<file path="src/rtl/uart_pkg.sv">
// Shared definitions for the 15-byte UART link, used by both receiver and transmitter.
package uart_pkg;

    localparam int unsigned DEF_OVS      = 8;
    localparam int unsigned DEF_NBYTES   = 15;
    localparam int unsigned DEF_GAP_BITS = 4;

    typedef enum logic [2:0] {
        IDLE,
        START,
        DATA,
        STOP,
        GAP,
        BREAK
    } rx_state_e;

endpackage

</file>
<file path="src/rtl/uart_rx_byte.sv">
// Single-byte deserialiser: rx synchroniser, start validation, 8 data bits LSB first, stop check.
module uart_rx_byte
    import uart_pkg::*;
#(
    parameter int unsigned OVS = DEF_OVS
) (
    input  logic       clk,
    input  logic       reset,
    input  logic       rx_i,
    output logic [7:0] data_o,
    output logic       byte_start_o,
    output logic       byte_valid_o,
    output logic       byte_err_o,
    output logic       line_idle_o
);

    localparam int unsigned PW = $clog2(OVS);
    localparam logic [PW-1:0] PH_MID  = PW'(OVS / 2 - 1);
    localparam logic [PW-1:0] PH_LAST = PW'(OVS - 1);

    logic            sync1_q, rxs_q;
    rx_state_e       state_q, state_d;
    logic [PW-1:0]   phase_q, phase_d;
    logic [2:0]      bit_q, bit_d;
    logic [7:0]      shift_q, shift_d;

    // The synchroniser presets to the idle level so reset never looks like a start edge.
    always_ff @(posedge clk) begin
        if (reset) begin
            sync1_q <= 1'b1;
            rxs_q   <= 1'b1;
            state_q <= IDLE;
            phase_q <= '0;
            bit_q   <= '0;
            shift_q <= '0;
        end else begin
            sync1_q <= rx_i;
            rxs_q   <= sync1_q;
            state_q <= state_d;
            phase_q <= phase_d;
            bit_q   <= bit_d;
            shift_q <= shift_d;
        end
    end

    always_comb begin
        state_d      = state_q;
        phase_d      = phase_q;
        bit_d        = bit_q;
        shift_d      = shift_q;
        byte_start_o = 1'b0;
        byte_valid_o = 1'b0;
        byte_err_o   = 1'b0;
        unique case (state_q)
            IDLE: begin
                if (!rxs_q) begin
                    phase_d = '0;
                    state_d = START;
                end
            end
            START: begin
                if (phase_q == PH_MID) begin
                    if (rxs_q) begin
                        state_d = IDLE;
                    end else begin
                        phase_d      = '0;
                        bit_d        = '0;
                        byte_start_o = 1'b1;
                        state_d      = DATA;
                    end
                end else begin
                    phase_d = phase_q + PW'(1);
                end
            end
            DATA: begin
                if (phase_q == PH_LAST) begin
                    phase_d         = '0;
                    shift_d[bit_q]  = rxs_q;
                    if (bit_q == 3'd7) begin
                        state_d = STOP;
                    end else begin
                        bit_d = bit_q + 3'd1;
                    end
                end else begin
                    phase_d = phase_q + PW'(1);
                end
            end
            STOP: begin
                if (phase_q == PH_LAST) begin
                    phase_d = '0;
                    if (rxs_q) begin
                        byte_valid_o = 1'b1;
                        state_d      = IDLE;
                    end else begin
                        byte_err_o = 1'b1;
                        state_d    = BREAK;
                    end
                end else begin
                    phase_d = phase_q + PW'(1);
                end
            end
            // After a bad stop the line must sit high for a whole bit before we rearm.
            BREAK: begin
                if (!rxs_q) begin
                    phase_d = '0;
                end else if (phase_q == PH_LAST) begin
                    phase_d = '0;
                    state_d = IDLE;
                end else begin
                    phase_d = phase_q + PW'(1);
                end
            end
            default: begin
                state_d = IDLE;
            end
        endcase
    end

    assign data_o      = shift_q;
    assign line_idle_o = (state_q == IDLE);

endmodule

</file>
<file path="src/rtl/uart_rx_15bytes.sv">
// Frame-level receiver: numbers bytes 0..NBYTES-1, times inter-byte gaps, and raises we/RXDone/frameErr.
module uart_rx_15bytes
    import uart_pkg::*;
#(
    parameter int unsigned OVS      = DEF_OVS,
    parameter int unsigned NBYTES   = DEF_NBYTES,
    parameter int unsigned GAP_BITS = DEF_GAP_BITS
) (
    input  logic       clk,
    input  logic       reset,
    input  logic       rx,
    output logic [7:0] data,
    output logic [3:0] addr,
    output logic       we,
    output logic       RXDone,
    output logic       frameErr,
    output logic       busy
);

    localparam int unsigned GAP_LIMIT = GAP_BITS * OVS;
    localparam int unsigned GW        = $clog2(GAP_LIMIT + 1);
    localparam logic [GW-1:0] GAP_END   = GW'(GAP_LIMIT - 1);
    localparam logic [3:0]    LAST_BYTE = 4'(NBYTES - 1);

    logic [7:0]    rx_byte;
    logic          byte_start, byte_valid, byte_err, line_idle;

    logic [7:0]    data_q, data_d;
    logic [3:0]    addr_q, addr_d;
    logic [3:0]    byte_cnt_q, byte_cnt_d;
    logic [GW-1:0] gap_q, gap_d;
    logic          we_q, we_d;
    logic          done_q, done_d;
    logic          err_q, err_d;
    logic          busy_q, busy_d;

    uart_rx_byte #(
        .OVS(OVS)
    ) u_byte (
        .clk          (clk),
        .reset        (reset),
        .rx_i         (rx),
        .data_o       (rx_byte),
        .byte_start_o (byte_start),
        .byte_valid_o (byte_valid),
        .byte_err_o   (byte_err),
        .line_idle_o  (line_idle)
    );

    always_ff @(posedge clk) begin
        if (reset) begin
            data_q     <= '0;
            addr_q     <= '0;
            byte_cnt_q <= '0;
            gap_q      <= '0;
            we_q       <= 1'b0;
            done_q     <= 1'b0;
            err_q      <= 1'b0;
            busy_q     <= 1'b0;
        end else begin
            data_q     <= data_d;
            addr_q     <= addr_d;
            byte_cnt_q <= byte_cnt_d;
            gap_q      <= gap_d;
            we_q       <= we_d;
            done_q     <= done_d;
            err_q      <= err_d;
            busy_q     <= busy_d;
        end
    end

    // The gap timer only runs while a frame is open and the byte engine waits for a start edge.
    always_comb begin
        data_d     = data_q;
        addr_d     = addr_q;
        byte_cnt_d = byte_cnt_q;
        gap_d      = '0;
        we_d       = 1'b0;
        done_d     = 1'b0;
        err_d      = 1'b0;
        busy_d     = busy_q;
        if (byte_start) begin
            busy_d = 1'b1;
        end
        if (byte_valid) begin
            data_d = rx_byte;
            addr_d = byte_cnt_q;
            we_d   = 1'b1;
            if (byte_cnt_q == LAST_BYTE) begin
                done_d     = 1'b1;
                byte_cnt_d = '0;
                busy_d     = 1'b0;
            end else begin
                byte_cnt_d = byte_cnt_q + 4'd1;
            end
        end else if (byte_err) begin
            err_d      = 1'b1;
            byte_cnt_d = '0;
            busy_d     = 1'b0;
        end else if (busy_q && line_idle) begin
            if (gap_q == GAP_END) begin
                err_d      = 1'b1;
                byte_cnt_d = '0;
                busy_d     = 1'b0;
            end else begin
                gap_d = gap_q + GW'(1);
            end
        end
    end

    assign data     = data_q;
    assign addr     = addr_q;
    assign we       = we_q;
    assign RXDone   = done_q;
    assign frameErr = err_q;
    assign busy     = busy_q;

endmodule
</file>
<file path="config.mk">
export PLATFORM = sky130hd
export DESIGN_NAME = uart_rx_15bytes
export DESIGN_NICKNAME = d
export VERILOG_FILES = /design/src/rtl/uart_pkg.sv /design/src/rtl/uart_rx_byte.sv /design/src/rtl/uart_rx_15bytes.sv
export SDC_FILE = /design/constraint.sdc
export NUM_CORES = 1
export LEC_CHECK = 0
export CAP_MARGIN = 15
export CORE_MARGIN = 2
export CORE_UTILIZATION = 50
export CTS_CLUSTER_DIAMETER = 150
export CTS_CLUSTER_SIZE = 40
export DETAILED_ROUTE_END_ITERATION = 10
export PLACE_DENSITY = 0.69
export SYNTH_ARGS = -nofsm -noshare
export SYNTH_HDL_FRONTEND = slang
export SYNTH_SLANG_ARGS = --single-unit
export TNS_END_PERCENT = 5
</file>
<file path="constraint.sdc">
create_clock -name clk -period 2.45 [get_ports clk]
set_input_delay 0.49 -clock clk [delete_from_list [all_inputs] [get_ports clk]]
set_output_delay 0.49 -clock clk [all_outputs]
set_load 0.02 [all_outputs]
</file>
* Yosys cells after proc, flatten, opt, wreduce, memory -nomap -nowiden
Cells that the tools add are included.
** Operators by class
- Bitwise operators :: 2
- Shifts and indexed selects :: 0
- Equality and inequality tests :: 18
- Add/sub/neg operators :: 4
- Muxes and demuxes :: 47
- Div/mod/pow operators :: 0
- Multipliers :: 0
- Reductions and logical operators :: 15
- Magnitude comparators :: 2
** Operators with widths (number)
- two-way mux 3 bit :: 16
- two-way mux 1 bit :: 20
- two-way mux 4 bit :: 5
- case mux 3 bit (5 select lines) :: 1
- inequality test 2 x 1 -> 1 bit, second input constant :: 6
- case mux 3 bit (4 select lines) :: 1
- == test 3 x 2 -> 1 bit, second input constant :: 3
- == test 3 bit, second input constant :: 3
- bitwise mux 8 bit :: 1
- AND reduction 7 bit :: 1
- adder 3 x 1 -> 3 bit, second input constant :: 2
- adder 6 x 1 -> 6 bit, second input constant :: 1
- == test 6 x 5 -> 1 bit, second input constant :: 1
- inequality test 2 bit, second input constant :: 3
- case mux 3 bit (2 select lines) :: 1
- nonzero test 3 bit :: 2
- OR reduction 2 bit :: 3
- AND reduction 5 bit :: 1
- OR reduction 5 bit :: 1
- adder 4 x 1 -> 4 bit, second input constant :: 1
- == test 4 bit, second input constant :: 1
- < comparator 3 x 4 -> 1 bit, second input constant :: 1
- AND reduction 2 bit :: 2
- nonzero test 4 bit :: 1
- 8 further kinds :: 10
** Word-level totals
- Word-level logic and storage cells :: 102
- RAM bits :: 0
- Latch bits :: 0
- Output and inout port bits :: 16
- Memories kept :: 0
- Register bits :: 45
- Input port bits :: 3
- Memory bits (read-only) :: 0

* Longest topological paths before layout
- Depth in word-level cells :: 8
- Depth in mapped cells :: 8
- Depth with buffers taken out :: 6

* Hierarchy
Synthesis repeated with hierarchy kept, for this count alone.
** Second synthesis, totals
- Cell total of the unflattened synthesis :: 230
- Area, all modules :: 2153.3 sq um
** By module, submodules not included
- uart_rx_byte :: area each 1111.1 sq um, cells an instance 125, seq. area each 380.4 sq um, instances 1
- uart_rx_15bytes :: area each 1042.2 sq um, cells an instance 105, seq. area each 520.5 sq um, instances 1

* Least setup slack after synthesis
Ideal clock, no wire load.
- Path kind :: reg2reg
- From :: register u_byte.phase_q[0]
- To :: register byte_cnt_q[3]
- Path slack :: 674 ps
- Stages on the path, launching flop included :: 8
- Library setup time :: 59 ps
- Required time :: 2391 ps
- Data arrival time :: 1716 ps
- Cells stage by stage :: dfxtp_1 > ha_1 > ha_1 > buf_4 > and4b_4 > a311oi_1 > a21o_1 > a22o_1
** On the way
- Longest elaborated chain between the ends :: 5
- Elaborated cells between the ends (all ways) :: 10
- Classes of those cells :: eq/ne: 1; mux: 6; reduce/logical: 3
** Ends and longest elaborated chain
- start, declared :: RTL line uart_rx_byte.sv:23 : logic [PW-1:0] phase_q, phase_d;
- start signal, assigned :: RTL line uart_rx_byte.sv:40 : phase_q <= phase_d;
- == test 3 bit * :: RTL line uart_rx_byte.sv:89 : if (phase_q == PH_LAST) begin
- two-way mux 1 bit :: RTL line uart_rx_byte.sv:89
- two-way mux 1 bit :: RTL line uart_rx_byte.sv:54 : unique case (state_q)
- nonzero test 3 bit (no source line) or two-way mux 4 bit (tied branches)
- AND reduction 2 bit (no source line) or two-way mux 4 bit (tied branches)
- end signal, assigned :: RTL line uart_rx_15bytes.sv:63 : byte_cnt_q <= byte_cnt_d;
- end, declared :: RTL line uart_rx_15bytes.sv:30 : logic [3:0] byte_cnt_q, byte_cnt_d;
Mark *: on every way between the ends. The rest lies on a longest branch, timed or not.
A chain may end at the register's enable or synchronous reset.

* Worst setup path in the final report
- From :: register u_byte.phase_q[0]
- To :: register byte_cnt_q[2]
The elaborated chain is that of the path after synthesis.

==> impl_metrics.py <==
metrics = {
    "critical_path": {
        "critPathKind": "register to register",
        "crit_arrival_ns": 2.31,
        "cpMostUsedCell": "ha_1",
        "cp_cell_sequence": "ha_1 -> ha_1 -> and4b_4 -> nor3b_4 -> nand2_2 -> o311ai_2",
        "cp_max_fo": 9,
        "worstPathRequired_ns": 2.66,
        "end_kind": "register",
        "startpoint_type": "register",
        "crit_slowest_cell": "dfxtp_1",
        "crit_path_max_incr_delay_ns": 0.45,
    },
    "place": {
        "port_buffers": 18,
        "dpl-instance-area_um2": 2290,
        "gp_congestion": 0.838,
        "dpl.hpwl_um": 2630,
    },
    "synth": {
        "synth_ff_type": "dfxtp_1",
        "synth_nets": 247,
        "yosysSeqAreaShare": 0.432,
        "avgSynthCellArea_um2": 8.83,
        "yosys_warnings": 0,
        "netlist_instances": 236,
        "ys_ff_latch": 45,
        "synth.distinct_cells": 44,
        "async_reset_ff_frac": 0,
        "synth_edf_count": 0,
        "syn-cell-area_um2": 2080,
    },
    "floorplanning": {
        "ioPinCount": 19,
        "std_cell_rows": 23,
        "dieArea_um2": 4700,
        "fp.coreArea_um2": 4000,
        "die-height_um": 68.6,
        "start_util": 0.521,
        "chipWidth_um": 68.6,
    },
    "layout": {
        "fillers": 371,
        "final_area_um2": 2410,
        "fin_nets": 260,
        "area_growth_pct": 15.5,
        "final_cell_mix": "dfxtp_1, nand2_1, a21oi_1, nor2_1, clkdlybuf4s50_1",
        "drive_gt1_frac": 0.100,
        "diodes": 0,
        "mostFrequentLayoutCell": "dfxtp_1",
    },
    "clock_network": {
        "clk_latency_ns": 0.30,
        "postCtsSetupBuffers": 0,
        "cts.repair.resized": 0,
        "postCtsHoldBufs": 0,
        "cts_tree": "built",
        "clk_pin_slew_ns": 0.09,
        "clock_sinks": 45,
        "cts.path.max_buffers": 2,
        "cts_max_level": 2,
        "cts_buffers": 5,
        "root_buffer": "clkbuf_8",
    },
    "routing": {
        "via_count": 1613,
        "drc": 0,
        "drt_iter0_drc": 96,
        "dr.pass1.iters": 4,
        "viasPerCell": 5.38,
        "drtAntennaViolNets": 0,
        "drt-total-wl_um": 3890,
        "wl_per_cell_um": 13.0,
    },
    "power_and_ir_drop": {
        "ir_drop_mv": 0.392,
        "report.power.total_mw": 1.36,
        "total_leakage_power_nw": 0.862,
        "p_per_area_nw_per_um2": 565,
    },
    "timing": {
        "setup_viol": 0,
        "maxSlewViolCount": 0,
        "fin_tns_setup_ns": 0,
        "post-route-min-period_ns": 2.11,
        "rsz0062_at_grt": "false",
        "worstMarginPinSlew_ns": 0.611,
        "fin_crit_sh": 0.859,
        "relSlewSlack": 0.592,
        "hold_violations": 0,
        "fmax_mhz": 475,
        "skew_ns": 0.00665,
    },
    "worst_hold_path": {
        "hold_class": "register to register",
    },
    "grt": {
        "antenna_found_initial": 0,
        "grt_max_degree": 19,
        "overflow": 0,
        "grt_use_total": 0.184,
        "grt_pass1_vias": 1450,
        "met1_usage": 0.242,
        "grt.met3_usage": 0.0438,
        "use_met2": 0.288,
        "busiest_layer": "met2",
        "grt_pass1_wl_um": 6490,
    },
    "run_status": {
        "outcome": "finished clean",
    },
    "flow_run": {
        "cap_violations": 0,
    },
}
## stage by stage
| step | utilization | hold slack, ns | setup slack, ns | instances |
|---|---|---|---|---|
| detailed placement | 0.572 | 0.399 | 0.376 | 292 |
| finish | 0.602 | 0.415 | 0.345 | 300 |
| global route | 0.602 | 0.435 | 0.192 | 300 |
| CTS | 0.602 | 0.420 | 0.363 | 300 |
| floorplan | - | 0.389 | 0.674 | 236 |
| global placement | 0.572 | 0.392 | 0.455 | 292 |
## area by class of cell
| cell class | instances | area (um^2) | share of cell area |
|---|---|---|---|
| multi-input cells | 166 | 1080 | 0.449 |
| flip-flops and latches | 45 | 901 | 0.374 |
| repair buffers | 22 | 210 | 0.0873 |
| clock buffers | 6 | 82.6 | 0.0343 |
| well taps | 50 | 62.6 | 0.0260 |
| clock inverters | 2 | 37.5 | 0.0156 |
| inverters | 9 | 33.8 | 0.0140 |
## path summary, 6_finish.rpt
check | start | depth (start not counted) | end | slack [ns]
worst max-delay path | u_byte.phase_q[0] | 6 | byte_cnt_q[2] | 0.34
worst min-delay path | u_byte.sync1_q | 1 | u_byte.rxs_q | 0.42
worst max register to register | u_byte.phase_q[0] | 6 | byte_cnt_q[2] | 0.34
worst min register to register | u_byte.sync1_q | 1 | u_byte.rxs_q | 0.42
## registers in the layout, indices dropped and copies added, names as in the netlist
| name | flops |
|---|---|
| busy | 1 |
| gap_q | 6 |
| RXDone | 1 |
| u_byte.data_o | 8 |
| byte_cnt_q | 4 |
| u_byte.bit_q | 3 |
| u_byte.sync1_q | 1 |
| we | 1 |
| u_byte.rxs_q | 1 |
| frameErr | 1 |
| u_byte.phase_q | 3 |
| u_byte.state_q | 3 |
| data | 8 |
| addr | 4 |
## cell families after synthesis
family                   after synthesis  share of synthesized area
XOR/XNOR                               5                     0.0210
AO/OA/AOI/OAI                         43                      0.134
buffers and inverters                 25                     0.0492
multiplexers                          11                     0.0534
adder cells (fa/ha/maj)                8                     0.0480
AND/OR/NAND/NOR                       99                      0.262
flip-flops                            45                      0.432
## synth_stat cells (4+ instances only)
cell,count,area [um^2]
nand2_1,36,135
a21oi_1,23,115
a311oi_1,5,43.8
nor2_1,20,75.1
nand3_1,8,40.0
dfxtp_1,45,901
nor2b_1,4,25.0
ha_1,8,100
inv_1,9,33.8
buf_2,4,20.0
mux2i_1,10,100
clkbuf_1,10,37.5
nand2b_1,4,25.0
## metal layers
layer  wire [um]  vias up
li1            -      838
met4          57        0
met2        1820       25
met1        1890      745
met5           0        -
met3         120        5
## critical path, delay by kind of cell, from the launching register on
family / cells / cell delay [ns]
AO/OA/AOI/OAI: 1 / 0.21
adder cells (fa/ha/maj): 2 / 0.60
flip-flops: 1 / 0.45
AND/OR/NAND/NOR: 3 / 0.76
## report_power, final
group / switching [mW] / leakage, nW / total, mW / internal [mW]
combinational: 0.0176 / 0.442 / 0.0337 / 0.0161
sequential: 0.00902 / 0.363 / 0.743 / 0.734
clock: 0.253 / 0.0574 / 0.585 / 0.332
Power figures use the tool's default switching activity.
